**src/rtl/lcd_spi_pkg.sv**
```systemverilog
// Shared constants, decoder state encoding and helpers for the LCD SPI sink.
package lcd_spi_pkg;

   localparam int unsigned DEF_WIDTH  = 160;
   localparam int unsigned DEF_HEIGHT = 128;

   localparam logic [7:0] CMD_CASET = 8'h2A;
   localparam logic [7:0] CMD_RASET = 8'h2B;
   localparam logic [7:0] CMD_RAMWR = 8'h2C;

   typedef enum logic [2:0] {
      ST_IDLE     = 3'd0,
      ST_CASET_P  = 3'd1,
      ST_RASET_P  = 3'd2,
      ST_RAMWR_HI = 3'd3,
      ST_RAMWR_LO = 3'd4
   } dec_state_t;

   function automatic logic [7:0] clamp8(input logic [7:0] v, input logic [7:0] lim);
      return (v > lim) ? lim : v;
   endfunction

endpackage

```
**src/rtl/spi_byte_rx.sv**
```systemverilog
// Serial front end: synchronizes the LCD SPI pins into clk and assembles
// MSB-first bytes on scl rising edges while cs is low.
module spi_byte_rx (
   input  logic       clk,
   input  logic       reset,
   input  logic       scl,
   input  logic       sda,
   input  logic       cs,
   input  logic       rs,
   output logic       byte_valid,
   output logic [7:0] data_byte,
   output logic       rs_bit
);

   logic [1:0] scl_sync;
   logic [1:0] sda_sync;
   logic [1:0] cs_sync;
   logic [1:0] rs_sync;
   logic       scl_d;
   logic [6:0] shift;
   logic [2:0] bit_cnt;
   logic       scl_rise;

   assign scl_rise = scl_sync[1] & ~scl_d;

   always_ff @(posedge clk) begin
      if (reset) begin
         scl_sync   <= 2'b00;
         sda_sync   <= 2'b00;
         cs_sync    <= 2'b11;
         rs_sync    <= 2'b00;
         scl_d      <= 1'b0;
         shift      <= 7'd0;
         bit_cnt    <= 3'd0;
         byte_valid <= 1'b0;
         data_byte  <= 8'd0;
         rs_bit     <= 1'b0;
      end else begin
         scl_sync   <= {scl_sync[0], scl};
         sda_sync   <= {sda_sync[0], sda};
         cs_sync    <= {cs_sync[0], cs};
         rs_sync    <= {rs_sync[0], rs};
         scl_d      <= scl_sync[1];
         byte_valid <= 1'b0;
         // Deselect drops any partial byte; the next bit is bit 7 again.
         if (cs_sync[1]) begin
            bit_cnt <= 3'd0;
         end else if (scl_rise) begin
            shift   <= {shift[5:0], sda_sync[1]};
            bit_cnt <= bit_cnt + 3'd1;
            if (bit_cnt == 3'd7) begin
               byte_valid <= 1'b1;
               data_byte  <= {shift, sda_sync[1]};
               rs_bit     <= rs_sync[1];
            end
         end
      end
   end

endmodule

```
**src/rtl/lcd_spi_sink.sv**
```systemverilog
// LCD controller sink: decodes CASET/RASET/RAMWR from the SPI byte stream and
// emits addressed RGB565 pixels. Define LCD_SPI_SINK_CHECKSUM_EN for frame_sum.
module lcd_spi_sink
   import lcd_spi_pkg::*;
#(
   parameter int unsigned WIDTH  = DEF_WIDTH,
   parameter int unsigned HEIGHT = DEF_HEIGHT
) (
   input  logic        clk,
   input  logic        reset,
   input  logic        scl,
   input  logic        sda,
   input  logic        cs,
   input  logic        rs,
   output logic        cmd_valid,
   output logic [7:0]  cmd_byte,
   output logic        pix_valid,
   output logic [7:0]  pix_x,
   output logic [6:0]  pix_y,
   output logic [15:0] pix_rgb,
   output logic        frame_done,
   output logic [15:0] frame_sum
);

   localparam logic [7:0] X_MAX = 8'(WIDTH - 1);
   localparam logic [7:0] Y_MAX = 8'(HEIGHT - 1);

   logic       byte_valid;
   logic       rs_bit;
   logic [7:0] data_byte;

   spi_byte_rx u_rx (
      .clk        (clk),
      .reset      (reset),
      .scl        (scl),
      .sda        (sda),
      .cs         (cs),
      .rs         (rs),
      .byte_valid (byte_valid),
      .data_byte  (data_byte),
      .rs_bit     (rs_bit)
   );

   dec_state_t  state, state_n;
   logic [1:0]  pcnt, pcnt_n;
   logic [7:0]  pstart, pstart_n;
   logic [7:0]  xs, xs_n, xe, xe_n, x_ptr, x_ptr_n;
   logic [6:0]  ys, ys_n, ye, ye_n, y_ptr, y_ptr_n;
   logic [7:0]  hi, hi_n;
   logic        cmd_valid_n, pix_valid_n, frame_done_n;
   logic [7:0]  cmd_byte_n, pix_x_n;
   logic [6:0]  pix_y_n;
   logic [15:0] pix_rgb_n;
   logic [7:0]  lim, pend, end_val;

   always_ff @(posedge clk) begin
      if (reset) begin
         state      <= ST_IDLE;
         pcnt       <= 2'd0;
         pstart     <= 8'd0;
         xs         <= 8'd0;
         xe         <= X_MAX;
         ys         <= 7'd0;
         ye         <= Y_MAX[6:0];
         x_ptr      <= 8'd0;
         y_ptr      <= 7'd0;
         hi         <= 8'd0;
         cmd_valid  <= 1'b0;
         cmd_byte   <= 8'd0;
         pix_valid  <= 1'b0;
         pix_x      <= 8'd0;
         pix_y      <= 7'd0;
         pix_rgb    <= 16'd0;
         frame_done <= 1'b0;
      end else begin
         state      <= state_n;
         pcnt       <= pcnt_n;
         pstart     <= pstart_n;
         xs         <= xs_n;
         xe         <= xe_n;
         ys         <= ys_n;
         ye         <= ye_n;
         x_ptr      <= x_ptr_n;
         y_ptr      <= y_ptr_n;
         hi         <= hi_n;
         cmd_valid  <= cmd_valid_n;
         cmd_byte   <= cmd_byte_n;
         pix_valid  <= pix_valid_n;
         pix_x      <= pix_x_n;
         pix_y      <= pix_y_n;
         pix_rgb    <= pix_rgb_n;
         frame_done <= frame_done_n;
      end
   end

   always_comb begin
      state_n      = state;
      pcnt_n       = pcnt;
      pstart_n     = pstart;
      xs_n         = xs;
      xe_n         = xe;
      ys_n         = ys;
      ye_n         = ye;
      x_ptr_n      = x_ptr;
      y_ptr_n      = y_ptr;
      hi_n         = hi;
      cmd_valid_n  = 1'b0;
      cmd_byte_n   = cmd_byte;
      pix_valid_n  = 1'b0;
      pix_x_n      = pix_x;
      pix_y_n      = pix_y;
      pix_rgb_n    = pix_rgb;
      frame_done_n = 1'b0;
      lim          = (state == ST_CASET_P) ? X_MAX : Y_MAX;
      pend         = clamp8(data_byte, lim);
      end_val      = (pstart > pend) ? pstart : pend;

      if (byte_valid) begin
         if (!rs_bit) begin
            // Any command aborts the current transaction and dispatches.
            cmd_valid_n = 1'b1;
            cmd_byte_n  = data_byte;
            pcnt_n      = 2'd0;
            case (data_byte)
               CMD_CASET: state_n = ST_CASET_P;
               CMD_RASET: state_n = ST_RASET_P;
               CMD_RAMWR: begin
                  state_n = ST_RAMWR_HI;
                  x_ptr_n = xs;
                  y_ptr_n = ys;
               end
               default:   state_n = ST_IDLE;
            endcase
         end else begin
            case (state)
               ST_CASET_P, ST_RASET_P: begin
                  pcnt_n = pcnt + 2'd1;
                  if (pcnt == 2'd1) pstart_n = pend;
                  if (pcnt == 2'd3) begin
                     state_n = ST_IDLE;
                     if (state == ST_CASET_P) begin
                        xs_n = pstart;
                        xe_n = end_val;
                     end else begin
                        ys_n = pstart[6:0];
                        ye_n = end_val[6:0];
                     end
                  end
               end
               ST_RAMWR_HI: begin
                  hi_n    = data_byte;
                  state_n = ST_RAMWR_LO;
               end
               ST_RAMWR_LO: begin
                  state_n     = ST_RAMWR_HI;
                  pix_valid_n = 1'b1;
                  pix_x_n     = x_ptr;
                  pix_y_n     = y_ptr;
                  pix_rgb_n   = {hi, data_byte};
                  // Raster advance within the window, wrapping at its end.
                  if (x_ptr == xe) begin
                     x_ptr_n = xs;
                     if (y_ptr == ye) begin
                        y_ptr_n      = ys;
                        frame_done_n = 1'b1;
                     end else begin
                        y_ptr_n = y_ptr + 7'd1;
                     end
                  end else begin
                     x_ptr_n = x_ptr + 8'd1;
                  end
               end
               default: ;
            endcase
         end
      end
   end

`ifdef LCD_SPI_SINK_CHECKSUM_EN
   logic [15:0] acc;
   logic        ramwr_load;

   assign ramwr_load = byte_valid && !rs_bit && (data_byte == CMD_RAMWR);

   // Frame checksum: running sum, latched together with frame_done.
   always_ff @(posedge clk) begin
      if (reset) begin
         acc       <= 16'd0;
         frame_sum <= 16'd0;
      end else if (ramwr_load) begin
         acc <= 16'd0;
      end else if (pix_valid_n) begin
         if (frame_done_n) begin
            frame_sum <= acc + pix_rgb_n;
            acc       <= 16'd0;
         end else begin
            acc <= acc + pix_rgb_n;
         end
      end
   end
`else
   assign frame_sum = 16'd0;
`endif

endmodule

```
**config.mk**
```make
export PLATFORM = sky130hd
export DESIGN_NAME = lcd_spi_sink
export DESIGN_NICKNAME = d
export VERILOG_FILES = /design/src/rtl/lcd_spi_pkg.sv /design/src/rtl/spi_byte_rx.sv /design/src/rtl/lcd_spi_sink.sv
export SDC_FILE = /design/constraint.sdc
export NUM_CORES = 1
export LEC_CHECK = 0
export ABC_AREA = 1
export ABC_CLOCK_PERIOD_IN_PS = 5600
export BUFFER_PORTS_ARGS = -buffer_cell sky130_fd_sc_hd__buf_2
export CORE_ASPECT_RATIO = 0.9
export CORE_UTILIZATION = 40
export DETAILED_ROUTE_END_ITERATION = 16
export PLACE_DENSITY_LB_ADDON = 0.15
export SYNTH_ARGS = -nofsm -noshare
export SYNTH_HDL_FRONTEND = slang
export SYNTH_HIERARCHICAL = 1
export SYNTH_SLANG_ARGS = --single-unit
```
**constraint.sdc**
```tcl
create_clock -name clk -period 5.6 [get_ports clk]
set_clock_uncertainty 0.2 [all_clocks]
set_input_delay 0.84 -clock clk [delete_from_list [all_inputs] [get_ports clk]]
set_output_delay 0.84 -clock clk [all_outputs]
set_load 0.01 [all_outputs]
```
== Word level (Yosys, flattened, before mapping) ==
Cells that the tools add are included.

* Register bits: 137
* Latch bits: 0
* Bits in writable memories: 0
* ROM bits: 0
* Input bits: 6
* Output and inout port bits: 58
* Logic and storage cells: 100
* Memories: 0

* Add/subtract/negate cells: 4
* $mul: 0
* Div/mod/pow operators: 0
* Order comparisons: 2
* Equality and inequality tests: 17
* Shift-type cells: 0
* Muxes and demuxes: 22
* Bitwise gates (word level): 9
* Reduce and logical (&&, ||, !) cells: 19

{| class="wikitable"
|+ Operators with widths
! operator !! number
|-
| $mux 8 || 7
|-
| $mux 7 || 5
|-
| $eq 8x6->1 const B || 3
|-
| $gt 8x8->1 || 2
|-
| $reduce_and 3->1 || 5
|-
| $reduce_and 5->1 || 2
|-
| $pmux 3 s3 || 1
|-
| $add 8x1->8 const B || 1
|-
| $eq 8x8->1 || 1
|-
| $not 1->1 || 8
|-
| $reduce_and 4->1 || 2
|-
| $add 7x1->7 const B || 1
|-
| $eq 7x7->1 || 1
|-
| $eq 3x2->1 const B || 2
|-
| $eq 3x3->1 const B || 2
|-
| $mux 3 || 2
|-
| $ne 2x2->1 const B || 3
|-
| $pmux 2 s3 || 1
|-
| $reduce_and 2->1 || 3
|-
| $reduce_or 2->1 || 3
|-
| $reduce_or 3->1 || 2
|-
| $reduce_or 5->1 || 1
|-
| $mux 1 || 4
|-
| $mux 2 || 2
|-
| other kinds (9) || 9
|}

== Depth between registers and ports, before layout ==
Gate-level depths: netlist of run 1.

* Depth in word-level cells: 6
* Depth in mapped cells: 23
* Depth with buffers taken out: 23

== Hierarchy ==
Netlist of run 1, hierarchy kept.

{| class="wikitable"
|+ By module, submodules not included
! module !! instances !! cells an instance !! area each (µm²) !! seq. area each (µm²)
|-
| lcd_spi_sink || 1 || 725 || 5,131.2 || 2,162.1
|-
| spi_byte_rx || 1 || 135 || 1,066.0 || 580.6
|}

== Least setup slack after synthesis of run 1 ==
Ideal clock, no wire load.

* Path kind: register to register
* Start: register state[0]
* End: register xe[0]
* Data arrival time: 3,046 ps
* Required time: 5,285 ps
* Setup slack: 2,239 ps
* Stages on the path, launching flop included: 20
* Cell sequence: dfxtp_1 > inv_1 > nor3_1 > inv_1 > ha_1 > nand2_1 > nor2_1 > nand2_1 > nand2_1 > inv_1 > o21ai_0 > inv_1 > ha_1 > nand2_1 > nor2_1 > nand4_1 > nand2_1 > nand2_1 > nand3_1 > nand2_1

* Longest elaborated chain between the ends: 6

{| class="wikitable"
|+ RTL lines
! what !! RTL line !! text
|-
| start: declaration || lcd_spi_sink.sv:44 || <nowiki>dec_state_t state, state_n;</nowiki>
|-
| start signal: assignment || lcd_spi_sink.sv:76 || <nowiki>state <= state_n;</nowiki>
|-
| $eq 3x1->1 || lcd_spi_sink.sv:114, lcd_spi_sink.sv:135, lcd_spi_sink.sv:141 ||
|-
| $mux 8 || lcd_spi_sink.sv:114 || <nowiki>lim = (state == ST_CASET_P) ? X_MAX : Y_MAX;</nowiki>
|-
| $gt 8x8->1 || lcd_spi_pkg.sv:20 || <nowiki>return (v > lim) ? lim : v;</nowiki>
|-
| $mux 8 || lcd_spi_pkg.sv:20 ||
|-
| $gt 8x8->1 || lcd_spi_sink.sv:116 || <nowiki>end_val = (pstart > pend) ? pstart : pend;</nowiki>
|-
| $mux 8 || lcd_spi_sink.sv:116 ||
|-
| end signal: assignment || lcd_spi_sink.sv:80 || <nowiki>xe <= xe_n;</nowiki>
|-
| end: declaration || lcd_spi_sink.sv:47 || <nowiki>logic [7:0] xs, xs_n, xe, xe_n, x_ptr, x_ptr_n;</nowiki>
|}

Parallel ways exist; a longest one is shown, timed or not.
A chain may end at the register's enable or synchronous reset.

== Final worst setup path of run 1 ==
* Start: register state[0]
* End: register xe[3]

The elaborated chain is that of the path after synthesis.

==> impl_metrics.yaml, run 1 <==
outcome:
  status: "finished, final reports clean"
min_path:
  hold_class: "flop to flop"
  hold_start: "u_rx/sda_sync[0]"
  hold_depth: 2
  whs_endpoint: "u_rx/sda_sync[1]"
clock_tree:
  cts_tree: "done"
  clkLatencyLatePin_ps: 420
  cts_root_buf: "clkbuf_16"
  cts_resized: 0
  cts.clk_slew.worst_paths_ps: 60
  clk_path_buf_depth: 2
  cts-buffers-inserted: 17
  cts.htree.levels: 4
  post_cts_buffers: 0
  ctsHoldBuffers: 0
  clock-sinks: 137
power_and_ir_drop:
  total_leakage_power_nw: 3.088
  powerDensity_nw_per_um2: 309.0
  power_mw: 2.203
  irDropWorstVdd_mv: 0.2126
floorplanning:
  start_util: 0.4152
  dieArea_um2: 16000
  rows: 42
  die_x_um: 133.2
  io_pins: 64
  fp.coreArea_um2: 14920
  die_h_um: 120.1
timing:
  finalSetupViolations: 0
  fin_crit_ps: 4036
  relSlewSlack: 0.3084
  hold_viol_final: 0
  setup_ws_ps: 1564
  tightestPinTransition_ps: 1031
  fmax_ghz: 0.2478
  slew_violations: 0
  period_share: 0.7206
  fin_tns_setup_ps: 0
  rsz0062_at_grt: "false"
synth:
  yosys-mux-area-fraction: 0
  synth_area_um2: 6197
  yosys-top-cells-count: "nand2_1, dfxtp_1, a21oi_1"
  synth_ff_type: "dfxtp_1"
  yosys.cell_types.count: 35
  synth_top_cell_area_share: 0.4426
  synthAdderAreaFrac: 0.03432
  synth_top_family_by_area: "simple AND/OR/NAND/NOR gates"
  synth-xor-area-share: 0.02261
  synth_top_area_cell: "dfxtp_1"
  synth_compound_area_frac: 0.1328
  syn_inst: 860
  ys_warn_count: 6
  seq_area_frac_synth: 0.4426
  ys_seq_elements: 137
  synth.avg_cell_area_um2: 7.206
  yosys.cell_count.top_type: "nand2_1"
  synth-simple-area-share: 0.2639
  synth-async-reset-ratio: 0
  synthTopCellsByArea: "dfxtp_1, nand2_1, a21oi_1, nand3_1, inv_1"
  synth_edf_count: 0
global_routing:
  grt_pass1_vias: 5056
  grt_pass1_wl_mm: 24.92
  grtUsageTotal: 0.1973
  antenna_found_initial: 0
  grt_max_degree: 64
  overflow: 0
critical_path:
  r2r-end: "xe[3]"
  start_kind: "flop"
  reg2reg_slack_ps: 1560
  crit_fanout: 9
  end_kind: "flop"
  critical_path_class: "flop to flop"
  reg2reg_from: "state[0]"
  rr_worst_depth: 19
  crit_arrival_ps: 4140
  crit_required_ps: 5710
detailed_routing:
  first_iter_violations: 286
  routed_via_density: 4.808
  postRouteWirelength_mm: 14.74
  drc: 0
  num_vias: 5322
  drt_pass1_iterations: 4
  postRouteAntennaNets: 0
  wl_per_cell_um: 13.31
cells_and_area:
  drive_gt1_frac: 0.1078
  syn2layout_area_growth_pct: 15.04
  instances_no_fill: 1107
  nets: 919
  diodes: 0
  utilization: 0.4777
placed_design:
  io_buffer_count: 47
  gp_congestion: 0.8614
  dp.cells: 1075
  hpwl_mm: 9.841
  place_ws_ps: 1583
run:
  max_cap_viol_count: 0
-- flip-flops by register name, summed over array words and instances, names as in the netlist, 3 cells and up --
| name | flops |
|---|---|
| ys | 7 |
| pix_rgb | 16 |
| xs | 8 |
| cmd_byte | 8 |
| hi | 8 |
| x_ptr | 8 |
| u_rx/bit_cnt | 3 |
| pstart | 8 |
| xe | 8 |
| u_rx/shift | 7 |
| ye | 7 |
| pix_y | 7 |
| y_ptr | 7 |
| pix_x | 8 |
| state | 3 |
| u_rx/data_byte | 8 |
-- cell families after synthesis --
group                      count (synthesis)
other                                      1
AOI/OAI and AO/OA                        164
xor gates and xnor gates                  16
DFF                                      137
and+or+nand+nor                          378
adders and majority gates                 17
buffers and inverters                    147
-- area by class of cell --
type	count	area, µm²
tap	198	247.7
clock buffer	22	464.2
multi-input combinational	591	2872
inverter	97	365.4
clock inverter	10	165.2
timing repair buffer	52	272.8
sequential	137	2743
fill	1532	7795
-- through the flow --
step | area [µm²] | hold WS [ps]
floorplan | 6254 | 188.3
global placement | 6500 | 191.9
detailed placement | 6500 | 192.4
CTS | 7129 | 200.3
global route | 7129 | 214.1
finish | 7129 | 199.2
-- placed cells by master (no fill, tap or decap), types with 6 or more instances in the layout --
master	instances
a21oi_1	110
buf_2	47
conb_1	16
nand2_1	200
nor2_1	72
xor2_1	6
inv_1	90
xnor2_1	10
o21ai_0	52
clkbuf_16	17
dfxtp_1	137
nand3_1	78
ha_1	17
-- critical path, cell delays in order (launching register included) --
cell and delay (ps):
dfxtp_1 420, inv_1 60, nor3_1 480, inv_1 150, ha_1 350, nand2_1 60
nor2_1 90, nand2_1 50, nand2_1 110, inv_1 120, o21ai_0 210, inv_1 90
ha_1 300, nand2_1 80, nor2_1 150, nand4_1 330, nand2_1 360, nand2_1 140
nand3_1 100, nand2_1 60
-- how the worst max path moves through the flow --
stage	from	to
3_5_place_dp	state[0]	xe[3]
4_1_cts	state[0]	xe[3]
5_1_grt	state[0]	xe[2]
2_1_floorplan	state[0]	xe[0]
3_3_place_gp	state[0]	xe[1]
6_report	state[0]	xe[3]
-- power by group --
| group | switching, mW | internal, mW | total [mW] |
|---|---|---|---|
| clock network | 0.422 | 0.771 | 1.19 |
| logic | 0.0260 | 0.00574 | 0.0318 |
| registers | 0.00116 | 0.978 | 0.979 |
-- per-layer routing --
metal,track usage,vias to the layer above,share of wire,wire [µm]
met3,0.04732,20,0.043,633
met4,0.05966,0,0.012,174
met2,0.3171,88,0.44,6531
met1,0.2612,2398,0.50,7399
met5,0,-,0,0
li1,-,2816,-,-
Note: power is estimated with default switching activity, not from simulation.
==> run 2: changes to the inputs <==
--- a/config.mk
+++ b/config.mk
@@ -5,8 +5,8 @@
 export SDC_FILE = /design/constraint.sdc
 export NUM_CORES = 1
 export LEC_CHECK = 0
-export ABC_AREA = 1
-export ABC_CLOCK_PERIOD_IN_PS = 5600
+export ABC_AREA = 0
+export ABC_CLOCK_PERIOD_IN_PS = 3930
 export BUFFER_PORTS_ARGS = -buffer_cell sky130_fd_sc_hd__buf_2
 export CORE_ASPECT_RATIO = 0.9
 export CORE_UTILIZATION = 40
==> constraint.sdc (replaced) <==
create_clock -name clk -period 3.93 [get_ports clk]
set_clock_uncertainty 0.2 [all_clocks]
set_input_delay 0.5895 -clock clk [delete_from_list [all_inputs] [get_ports clk]]
set_output_delay 0.5895 -clock clk [all_outputs]
set_load 0.01 [all_outputs]
==> impl_metrics.yaml, run 2 <==
outcome:
  status: "finished, final reports clean"
cells_and_area:
  syn2layout_area_growth_pct: 15.34
  instances_no_fill: 962
  largest-register: "pix_rgb"
  drive_gt1_frac: 0.1352
  final_cell_mix: "nand2_1, dfxtp_1, a21oi_1"
  nets: 779
  final_common_cell: "nand2_1"
  diodes: 0
  fin_area_um2: 6849
  largest_reg_flops: 16
  utilization: 0.4803
floorplanning:
  io_pins: 64
  die_h_um: 117.6
  rows: 41
  dieArea_um2: 15340
  die_x_um: 130.4
  start_util: 0.4164
  fp.coreArea_um2: 14260
power_and_ir_drop:
  power_mw: 2.983
  powerDensity_nw_per_um2: 435.5
  total_leakage_power_nw: 2.741
  irDropWorstVdd_mv: 0.3115
critical_path:
  worstSetupEndpoint: "xe[3]"
  crit_required_ps: 4010
  critical_path.startpoint: "state[1]"
  r2r-end: "xe[3]"
  rr_worst_depth: 16
  critical_path_class: "flop to flop"
  reg2reg_from: "state[1]"
  crit_fanout: 12
  start_kind: "flop"
  end_kind: "flop"
  crit_arrival_ps: 3700
  reg2reg_slack_ps: 300
synth:
  synth_top_area_cell: "dfxtp_1"
  synth_edf_count: 0
  yosys.cell_types.count: 52
  synthTopCellsByArea: "dfxtp_1, nand2_1, a21oi_1, mux2i_1, ha_1"
  syn_inst: 725
  yosys.cell_count.top_type: "nand2_1"
  synth_area_um2: 5938
  yosys-top-cells-count: "nand2_1, dfxtp_1, a21oi_1"
  synth_top_cell_area_share: 0.4619
  seq_area_frac_synth: 0.4619
  ys_seq_elements: 137
  synth-async-reset-ratio: 0
  synth_ff_type: "dfxtp_1"
  synth.avg_cell_area_um2: 8.191
  ys_warn_count: 6
clock_tree:
  post_cts_buffers: 0
  cts_resized: 0
  cts_root_buf: "clkbuf_16"
  clk_path_buf_depth: 2
  cts.clk_slew.worst_paths_ps: 60
  cts-buffers-inserted: 17
  cts.htree.levels: 4
  clock-sinks: 137
  cts_tree: "done"
  clkLatencyLatePin_ps: 430
  ctsHoldBuffers: 0
timing:
  tightestPinTransition_ps: 772.8
  slew_violations: 0
  rsz0062_at_grt: "false"
  fin_tns_setup_ps: 0
  fin_crit_ps: 3627
  relSlewSlack: 0.4834
  hold_viol_final: 0
  fin_hold_ws_ps: 141.4
  period_share: 0.9228
  fmax_ghz: 0.2757
  finalSetupViolations: 0
  setup_ws_ps: 303.3
global_routing:
  top_usage_layer: "met2"
  grt_pass1_vias: 4622
  use_met2: 0.2989
  grt_pass1_wl_mm: 22.69
  grtUsageMet1: 0.2434
  grtUsageMet3: 0.05455
  antenna_found_initial: 0
  grt_max_degree: 83
  overflow: 0
  grtUsageTotal: 0.1902
min_path:
  hold_class: "primary input to flop"
  hold_depth: 2
placed_design:
  io_buffer_count: 47
  dpl_cell_area_um2: 6264
  gp_congestion: 0.8570
  place_ws_ps: 359.5
  dp.cells: 930
  hpwl_mm: 9.287
detailed_routing:
  num_vias: 4913
  postRouteWirelength_mm: 13.73
  wl_per_cell_um: 14.27
  routed_via_density: 5.107
  first_iter_violations: 195
  drc: 0
  drt_pass1_iterations: 5
  postRouteAntennaNets: 0
run:
  max_cap_viol_count: 0
-- run 2: cell types whose count changed after synthesis, moves of 10 or more --
| cell | change |
|---|---|
| mux2i_1 | +24 |
| o21ai_0 | -28 |
| nor2b_1 | +11 |
| nand2_1 | -37 |
| nor2_1 | -25 |
| clkbuf_1 | +10 |
| inv_1 | -75 |
| nand3_1 | -67 |
-- run 2: final cells by class --
class | instances | area [µm²]
multi-input combinational | 527 | 2890
timing repair buffer | 58 | 332.8
tap | 193 | 241.5
clock inverter | 10 | 91.34
clock buffer | 22 | 494.2
inverter | 15 | 56.30
sequential | 137 | 2743
fill | 1434 | 7412
-- run 2: power breakdown --
group          switching, mW  internal [mW]  leakage, nW  total (mW)
combinational         0.0316        0.00823         1.36      0.0398
sequential           0.00230           1.39         1.11        1.40
clock                  0.597          0.951        0.277        1.55
total                  0.631           2.35         2.74        2.98
-- run 2: layer usage --
metal  up-vias  wire length (µm)
li1       2484                 -
met1      2303              6636
met2       106              6310
met3        20               536
met4         0               245
met5         -                 0
-- run 2: logic make-up after synthesis --
group / count (synthesis) / share of synthesized area
simple gates: 285 / 0.2137
compound gates: 163 / 0.1521
flops: 137 / 0.4619
buf+inv: 76 / 0.06131
mux: 28 / 0.04804
xor+xnor: 18 / 0.02655
fa+ha+maj: 17 / 0.03582
other cells: 1 / 0.0006315
-- run 2: worst max-delay path, cell delays in order, from the launching register on --
cell and delay (ps):
dfxtp_1 440, nor2_1 80, nand2_1 140, inv_1 110
ha_1 300, a21o_1 180, a21oi_1 180, nor2_1 110
mux2_2 270, inv_1 70, ha_1 290, nand4_1 110
or2_2 300, o21ai_0 70, buf_4 240, mux2i_1 270
o21ai_0 100
-- run 2: worst min-delay path by stage --
stage,to,startpoint
2_1_floorplan,u_rx/cs_sync[1],u_rx/cs_sync[0]
3_3_place_gp,u_rx/cs_sync[1],u_rx/cs_sync[0]
4_1_cts,u_rx/cs_sync[0],cs
5_1_grt,u_rx/cs_sync[0],cs
3_5_place_dp,u_rx/cs_sync[1],u_rx/cs_sync[0]
6_report,u_rx/cs_sync[0],cs
==> run 3: changes to the inputs <==
--- a/config.mk
+++ b/config.mk
@@ -11,7 +11,7 @@
 export CORE_ASPECT_RATIO = 0.9
 export CORE_UTILIZATION = 40
 export DETAILED_ROUTE_END_ITERATION = 16
-export PLACE_DENSITY_LB_ADDON = 0.15
+export PLACE_DENSITY_LB_ADDON = 0.12
 export SYNTH_ARGS = -nofsm -noshare
 export SYNTH_HDL_FRONTEND = slang
 export SYNTH_HIERARCHICAL = 1
==> impl_metrics.yaml, run 3 (synthesized netlist as in run 2, its figures left out) <==
outcome:
  status: "finished, final reports clean"
critical_path:
  crit_fanout: 12
  reg2reg_from: "state[1]"
  reg2reg_slack_ps: 290
  crit_required_ps: 4000
  start_kind: "flop"
  rr_worst_depth: 16
  end_kind: "flop"
  r2r-end: "ye[4]"
  critical_path_class: "flop to flop"
  crit_arrival_ps: 3710
timing:
  slew_violations: 0
  relSlewSlack: 0.4753
  fin_tns_setup_ps: 0
  rsz0062_at_grt: "false"
  fin_hold_ws_ps: 147.1
  finalSetupViolations: 0
  tightestPinTransition_ps: 787.0
  fmax_ghz: 0.2751
  hold_viol_final: 0
  period_share: 0.9249
  fin_crit_ps: 3635
power_and_ir_drop:
  pwr-share-clk: 0.542
  p_seq_frac: 0.446
  pwr-share-comb: 0.013
  powerDensity_nw_per_um2: 453.2
  p_int_mw: 2.485
  irDropWorstVdd_mv: 0.3162
  p_sw_mw: 0.6456
  total_leakage_power_nw: 2.776
  p_sw_frac: 0.2062
min_path:
  hold_class: "primary input to flop"
  hold_depth: 2
  whs_endpoint: "u_rx/cs_sync[0]"
  hold_start: "cs"
floorplanning:
  start_util: 0.4164
  die_h_um: 117.6
  io_pins: 64
  die_x_um: 130.4
  fp.coreArea_um2: 14260
  dieArea_um2: 15340
  rows: 41
clock_tree:
  cts_resized: 0
  cts_tree: "done"
  cts-buffers-inserted: 17
  post_cts_buffers: 0
  cts_root_buf: "clkbuf_16"
  cts.clk_slew.worst_paths_ps: 60
  ctsHoldBuffers: 0
  clock-sinks: 137
  cts.htree.levels: 4
  clk_path_buf_depth: 2
  clkLatencyLatePin_ps: 420
detailed_routing:
  postRouteWirelength_mm: 14.02
  routed_via_density: 5.161
  postRouteAntennaNets: 0
  wl_per_cell_um: 14.52
  first_iter_violations: 284
  num_vias: 4980
  drt_pass1_iterations: 5
  drc: 0
global_routing:
  overflow: 0
  grt_pass1_wl_mm: 22.68
  grt_pass1_vias: 4577
  grtUsageTotal: 0.1925
  grt_max_degree: 76
  antenna_found_initial: 0
placed_design:
  io_buffer_count: 47
  hpwl_mm: 9.592
  gp_congestion: 0.8693
run:
  max_cap_viol_count: 0
cells_and_area:
  largest-register: "pix_rgb"
  nets: 782
  fillers: 1440
  final_cell_mix: "nand2_1, dfxtp_1, a21oi_1"
  largest_reg_flops: 16
  diodes: 0
  syn2layout_area_growth_pct: 16.33
  drive_gt1_frac: 0.1373
  final_common_cell: "nand2_1"
[run 3: cell count changes in the layout (fill, tap and decap cells not counted), sizes merged]
cell / previous run / this run
bufinv: 1 / 4
buf: 58 / 61
clkinvlp: 5 / 3
inv: 16 / 18
clkbuf: 22 / 19
[run 3: how the worst max path moves through the flow]
stage | slack (ps) | endpoint | depth (start not counted) | start
after floorplan | 380 | ye[2] | 16 | state[1]
after global placement | 520 | ye[2] | 16 | state[1]
after detailed placement | 360 | ye[4] | 16 | state[1]
after CTS | 320 | ye[4] | 16 | state[1]
after global routing | 20 | xe[3] | 16 | state[1]
final | 290 | ye[4] | 16 | state[1]
[run 3: critical path: stages (launching register included)]
cell	delay [ps]
dfxtp_1	440
nor2_1	80
nand2_1	120
inv_1	110
ha_1	310
a21o_1	180
a21oi_1	200
nor2_1	120
mux2_2	270
inv_1	60
ha_1	290
nand4_1	130
or2_2	300
o21ai_0	80
buf_4	240
mux2i_1	250
o21ai_0	120
[run 3: layout make-up]
class | count | area [µm²] | area share
multi-input cells | 527 | 2890 | 0.4184
flip-flops and latches | 137 | 2743 | 0.3970
clock buffers | 19 | 442.9 | 0.06412
repair buffers | 61 | 342.8 | 0.04963
well taps | 193 | 241.5 | 0.03496
clock inverters | 13 | 191.4 | 0.02771
inverters | 15 | 56.30 | 0.008151
[run 3: metrics by stage]
stage | std cells | utilization | instance area (µm²) | worst slack (ps) | total power [mW]
after detailed placement | 933 | 0.4399 | 6274 | 355.4 | 1.465
after CTS | 965 | 0.4844 | 6908 | 319.5 | 3.167
final | 965 | 0.4844 | 6908 | 295.0 | 3.131
after global placement | 933 | 0.4399 | 6274 | 515.9 | 1.464
after global routing | 965 | 0.4844 | 6908 | 22.45 | 3.224
after floorplan | 740 | - | 5995 | 377.4 | 1.468
[run 3: layer usage]
layer | GRT usage | part of all wire | routed length, µm
met5 | 0 | 0 | 0
met4 | 0.08980 | 0.014 | 199
met3 | 0.04091 | 0.042 | 584
met2 | 0.3022 | 0.47 | 6627
met1 | 0.2502 | 0.47 | 6605
[run 3: power by group through the flow]
stage | Sequential (mW) | Clock, mW | Combinational (mW)
5_1_grt | 1.40 | 1.79 | 0.0440
4_1_cts | 1.40 | 1.73 | 0.0396
3_5_place_dp | 1.43 | 0 | 0.0396
2_1_floorplan | 1.43 | 0 | 0.0428
3_3_place_gp | 1.43 | 0 | 0.0389
6_report | 1.40 | 1.70 | 0.0397
